`config.mk`:
```
export PLATFORM = sky130hd
export DESIGN_NAME = bcd_scan_counter
export DESIGN_NICKNAME = d
export VERILOG_FILES = /design/src/rtl/bcd_scan_counter.sv
export SDC_FILE = /design/constraint.sdc
export NUM_CORES = 1
export LEC_CHECK = 0
export CAP_MARGIN = 5
export CORE_AREA = 5 5 127 93
export CTS_CLUSTER_SIZE = 12
export DETAILED_ROUTE_END_ITERATION = 6
export DIE_AREA = 0 0 132 98
export HOLD_SLACK_MARGIN = 0.1
export PLACE_DENSITY_LB_ADDON = 0.12
export SYNTH_ARGS = -nofsm -noshare
export SYNTH_HDL_FRONTEND = slang
export SYNTH_SLANG_ARGS = --single-unit
```
`constraint.sdc`:
```
create_clock -name clk -period 2.1 [get_ports clk]
set_input_delay 0.315 -clock clk [delete_from_list [all_inputs] [get_ports clk]]
set_output_delay 0.315 -clock clk [all_outputs]
set_load 0.005 [all_outputs]
```
`src/rtl/bcd_scan_counter.sv`:
```
// ---------------------------------------------------------------------------
// bcd_scan_counter
//   Multi-digit BCD up/down event counter with a time-multiplexed display
//   scanner feeding a 7-segment decoder (sin) and digit drivers (dig_sel).
//
//   Parameters
//     DIGITS    : number of BCD digits counted and scanned (2..8)
//     SCAN_DIV  : clk cycles per digit slot (>= 2)
//     BLANK_CYC : cycles at the start of each slot with dig_sel forced to 0
//                 (< SCAN_DIV); 0 keeps the scanner in SHOW permanently
//
//   Ports
//     clk      in   system clock, rising edge
//     rst_n    in   asynchronous reset, active low
//     clr      in   synchronous clear of the count (wins over inc)
//     inc      in   count enable, one step per cycle
//     dn       in   direction, 0 = up, 1 = down
//     bcd_val  out  full count, digit 0 in [3:0]
//     wrap     out  one-cycle pulse on roll-over in either direction
//     sin      out  BCD digit currently scanned
//     dig_sel  out  one-hot active-high digit enable
//
//   Optional build macro LEAD_ZERO_BLANK_EN: digits above the most
//   significant non-zero digit are sent as 4'b1111 (decoder blank). Digit 0
//   always shows. Without the macro every digit is shown as-is.
// ---------------------------------------------------------------------------
module bcd_scan_counter #(
    parameter int DIGITS    = 4,
    parameter int SCAN_DIV  = 1000,
    parameter int BLANK_CYC = 16
) (
    input  logic                  clk,
    input  logic                  rst_n,
    input  logic                  clr,
    input  logic                  inc,
    input  logic                  dn,
    output logic [4*DIGITS-1:0]   bcd_val,
    output logic                  wrap,
    output logic [3:0]            sin,
    output logic [DIGITS-1:0]     dig_sel
);

    localparam int PW = $clog2(SCAN_DIV);
    localparam int IW = $clog2(DIGITS);
    localparam logic [PW-1:0] PRESC_LAST = PW'(SCAN_DIV - 1);
    localparam logic [PW-1:0] BLANK_LAST = (BLANK_CYC == 0) ? '0 : PW'(BLANK_CYC - 1);
    localparam logic [IW-1:0] IDX_LAST   = IW'(DIGITS - 1);

    typedef enum logic {BLANK = 1'b0, SHOW = 1'b1} scan_t;

    // ---------------- counter ----------------
    logic [4*DIGITS-1:0] cnt_next;
    logic                wrap_next;
    logic                carry;
    logic [3:0]          dig, dig_new;

    // Ripple carry/borrow across nibbles; the carry out of the top digit
    // is exactly the roll-over condition in both directions.
    always_comb begin
        cnt_next  = bcd_val;
        wrap_next = 1'b0;
        carry     = 1'b0;
        dig       = 4'd0;
        dig_new   = 4'd0;
        if (clr) begin
            cnt_next = '0;
        end else if (inc) begin
            carry = 1'b1;
            for (int i = 0; i < DIGITS; i++) begin
                dig     = bcd_val[i*4 +: 4];
                dig_new = dig;
                if (carry) begin
                    if (!dn) begin
                        if (dig >= 4'd9) dig_new = 4'd0;
                        else begin
                            dig_new = dig + 4'd1;
                            carry   = 1'b0;
                        end
                    end else begin
                        if (dig == 4'd0 || dig > 4'd9) dig_new = 4'd9;
                        else begin
                            dig_new = dig - 4'd1;
                            carry   = 1'b0;
                        end
                    end
                end
                cnt_next[i*4 +: 4] = dig_new;
            end
            wrap_next = carry;
        end
    end

    always_ff @(posedge clk or negedge rst_n) begin
        if (!rst_n) begin
            bcd_val <= '0;
            wrap    <= 1'b0;
        end else begin
            bcd_val <= cnt_next;
            wrap    <= wrap_next;
        end
    end

    // ---------------- scanner ----------------
    logic [PW-1:0] presc, presc_next;
    logic [IW-1:0] idx, idx_next;
    logic          presc_wrap;
    scan_t         state, state_next;
    logic [DIGITS-1:0] dig_sel_next;
    logic [3:0]    sin_next;

    assign presc_wrap = (presc == PRESC_LAST);
    assign presc_next = presc_wrap ? '0 : presc + PW'(1);
    assign idx_next   = !presc_wrap ? idx : ((idx == IDX_LAST) ? '0 : idx + IW'(1));

    // state register
    always_ff @(posedge clk or negedge rst_n) begin
        if (!rst_n) begin
            state <= BLANK;
            presc <= '0;
            idx   <= '0;
        end else begin
            state <= state_next;
            presc <= presc_next;
            idx   <= idx_next;
        end
    end

    // next-state logic
    always_comb begin
        state_next = state;
        case (state)
            BLANK: if (BLANK_CYC == 0 || presc == BLANK_LAST) state_next = SHOW;
            SHOW:  if (BLANK_CYC != 0 && presc_wrap)          state_next = BLANK;
            default: state_next = BLANK;
        endcase
    end

    // output logic: decoded from the next state so the registered dig_sel
    // lines up with the state it belongs to
    always_comb begin
        dig_sel_next = '0;
        if (state_next == SHOW) dig_sel_next[idx_next] = 1'b1;
    end

`ifdef LEAD_ZERO_BLANK_EN
    logic [IW-1:0] msd;
    always_comb begin
        msd = '0;
        for (int i = 1; i < DIGITS; i++)
            if (bcd_val[i*4 +: 4] != 4'd0) msd = IW'(i);
        // msd stays 0 for an all-zero count, so digit 0 is never blanked
        sin_next = (idx > msd) ? 4'hF : bcd_val[idx*4 +: 4];
    end
`else
    assign sin_next = bcd_val[idx*4 +: 4];
`endif

    always_ff @(posedge clk or negedge rst_n) begin
        if (!rst_n) begin
            dig_sel <= '0;
            sin     <= 4'd0;
        end else begin
            dig_sel <= dig_sel_next;
            sin     <= sin_next;
        end
    end

endmodule

```
==> impl_results.md <==
- Syn Nets: 301
- TNS Setup: 0 ns
- Routed len/inst: about 15 um
- Max-slew violations: 0
- CTS Buf Count: 5
- Placer's final routability congestion estimate: 0.796
- Number of placed I/O pins: 30
- Die X: ~130 um
- Synthesis-to-finish area growth: 31.2%
- Power share of the clock group: between 30% and 40%
- Number of global-route vias before repair: ~2.2k
- Outcome: completed
- Worst slew pin tran: around 0.52 ns
- Mapped Area: about 2500 um^2
- Peak supply drop: approximately 330 uV
- Leak: 1.43 nW
- Via count: roughly 2.3k
- Synth warn: 0
- Total track usage: between 10% and 20%
- Core ar.: between 10000 and 15000 um^2
- Share of the core filled with cells: around a third
- Final hold violation count: 0
- FF-to-FF End: bcd_val[14]$_DFFE_PN0P_
- Filler cells: between 1k and 1.5k
- RSZ-0062 raised after global routing: false
- Crit path max fanout: 9
- 1st-pass router iterations: 4
- Nets@finish: 350
- First DRT Iteration DRCs: between 100 and 150
- Final wirelength: roughly 7000 um
- Syn_area_per_cell: about 9 um^2
- Largest net degree at the start of global routing: 39
- Hold WC Path Type: in2async
- Endpoints failing setup: 0
- H-tree depth: 2
- Count leader, synth: dfrtp_1
- Port Buffers: 29
- RR Startpoint: bcd_val[9]$_DFFE_PN0P_
- #FFs+latches synth: 38
- Initial core utilization: 24.0%
- Initial antenna violation count: 0
- Final worst-path cycle share: between 90 and 100%
- Clock Path Buffers: 2
- Clk Latency, worst-skew pair: around 0.28 ns
- Crit end category: flop
- Combinational power share: between 20% and 30%
- Die area: between 10000 and 15000 um^2
- Reg power frac: a little under two fifths
- Post-synthesis cell type count: 59
- Total gr overflow: 0
- Synth Flop Type: dfrtp_1
- Chip height: roughly 100 um
- DP Wirelength: about 5100 um
- Rows: 32
- Post-synth EDFFs: 0
- DRT antenna net count: 0
- Sequential area share after synthesis: 37.3%
- Crit Path Category: reg2reg
- WP data required: 2.27 ns
- Worst Reg-to-Reg Cells: 8
- Via/cell ratio: between 4 and 5
- DR DRC count: 0
- Final Critical Period: slightly below 2 ns
- WP data arrival: between 2 and 2.5 ns
- Max-cap violations: 0
- CTS sink cnt: 38
- Most frequent cells after synthesis: dfrtp_1 (38), nand2_1 (27), o21ai_0 (20)
- Clk root buf: clkbuf_16
- Diode count: 0
- Post-synthesis cell count: roughly 280
- Share of cells above drive strength 1: between 10% and 20%
- Int Pwr: 1.52 mW
- Largest cells by area after synthesis: dfrtp_1 (37%), ha_1 (6.9%), nand2_1 (4.0%)
- First-pass GRT wire length: 11700 um
- Net Sw Power: 0.609 mW
- Sw frac: 28.7%
- Async set-reset flop share out of synthesis: 100%
- Clock skew: between 0.005 and 0.006 ns
- Crit path launch type: flop
- Synth area leader: dfrtp_1
- CTS tree: yes
- Rel. slew slack: approximately 65%
- Top cell type's share of synthesized area: a little under two fifths
- Register-to-register setup slack: 0.18 ns
- FMAX: 520 MHz
- CTS clk-pin slew, worst paths: about 0.06 ns
- Pwr dens: 635 nW/um^2
## through the flow
step	setup WS (ns)	hold WS, ns	total power, mW	std cells	cell area (um^2)
after global placement	0.0793	0.431	1.36	459	3170
after floorplan	0.0960	0.0194	1.13	282	2550
after detailed placement	0.0329	0.426	1.36	459	3170
after CTS	0.116	0.128	2.14	467	3320
after global routing	0.00783	0.158	2.25	468	3340
final	0.178	0.0863	2.12	468	3340
## power groups by stage
stage	logic, mW	registers [mW]	clock network [mW]
after CTS	0.534	0.816	0.792
after global placement	0.536	0.829	0
after floorplan	0.320	0.811	0
after global routing	0.604	0.822	0.826
after detailed placement	0.530	0.829	0
final	0.544	0.816	0.765
## what timing repair did
item | 4_1_cts | 5_1_grt
resized for setup | 0 | 4
setup endpoints to repair | 0 | 5
hold buffers | 0 | 0
buffers inserted | 0 | 1
## sequential cells by signal, indices dropped and copies added, names as in the netlist
register and count:
bcd_val 16, idx 2, wrap 1, sin 4
presc 10, dig_sel 4, state 1
## final cells by class
type                       instances  area (um^2)  share of cell area, %
multi-input combinational        208         1470                   44.0
sequential                        38          952                   28.5
timing repair buffer              61          538                   16.1
tap                              136          170                   5.09
clock buffer                       7          143                   4.26
inverter                          17         63.8                   1.91
clock inverter                     1         5.00                  0.150
## critical path: stages (launching register included)
cell	delay [ns]
dfrtp_1	0.37
inv_1	0.11
ha_1	0.30
o21bai_2	0.15
a211o_1	0.32
nand4_1	0.11
buf_4	0.17
nor2_1	0.06
a31o_2	0.21
## cells by family after synthesis
| group | share of synthesized area [%] |
|---|---|
| xor gates and xnor gates | 3.43 |
| DFF | 37.3 |
| buffers and inverters | 5.54 |
| and+or+nand+nor | 21.5 |
| adders and majority gates | 6.87 |
| muxes | 3.93 |
| AOI/OAI and AO/OA | 21.4 |
## layout by cell type, fill, tap and decap left out, types with 5 or more instances in the layout
master / n
dfrtp_1: 37
buf_4: 31
clkdlybuf4s50_1: 28
nand2_1: 27
o21ai_0: 20
a21oi_1: 17
inv_1: 16
nor2_1: 16
ha_1: 13
nand3_1: 7
nor3_1: 6
nand3b_1: 6
and3_1: 5
xnor2_1: 5
xor2_1: 5
a31oi_1: 5
clkbuf_16: 5
## how the worst max path moves through the flow
stage | startpoint | end | slack (ns)
detailed placement | dn | bcd_val[15]$_DFFE_PN0P_ | 0.03
global route | bcd_val[4]$_DFFE_PN0P_ | bcd_val[15]$_DFFE_PN0P_ | 0.008
floorplan | bcd_val[8]$_DFFE_PN0P_ | bcd_val[15]$_DFFE_PN0P_ | 0.1
finish | bcd_val[9]$_DFFE_PN0P_ | bcd_val[14]$_DFFE_PN0P_ | 0.18
global placement | dn | bcd_val[15]$_DFFE_PN0P_ | 0.08
CTS | bcd_val[4]$_DFFE_PN0P_ | bcd_val[15]$_DFFE_PN0P_ | 0.12
## per-layer routing
layer | up-vias | track usage, % | routed length, um
li1 | 1123 | - | -
met1 | 1108 | 16.9 | 3810
met2 | 48 | 15.8 | 2910
met3 | 2 | 2.32 | 256
met4 | 0 | 2.61 | 47
met5 | - | 0 | 0
Note: power is estimated with default switching activity, not from simulation.
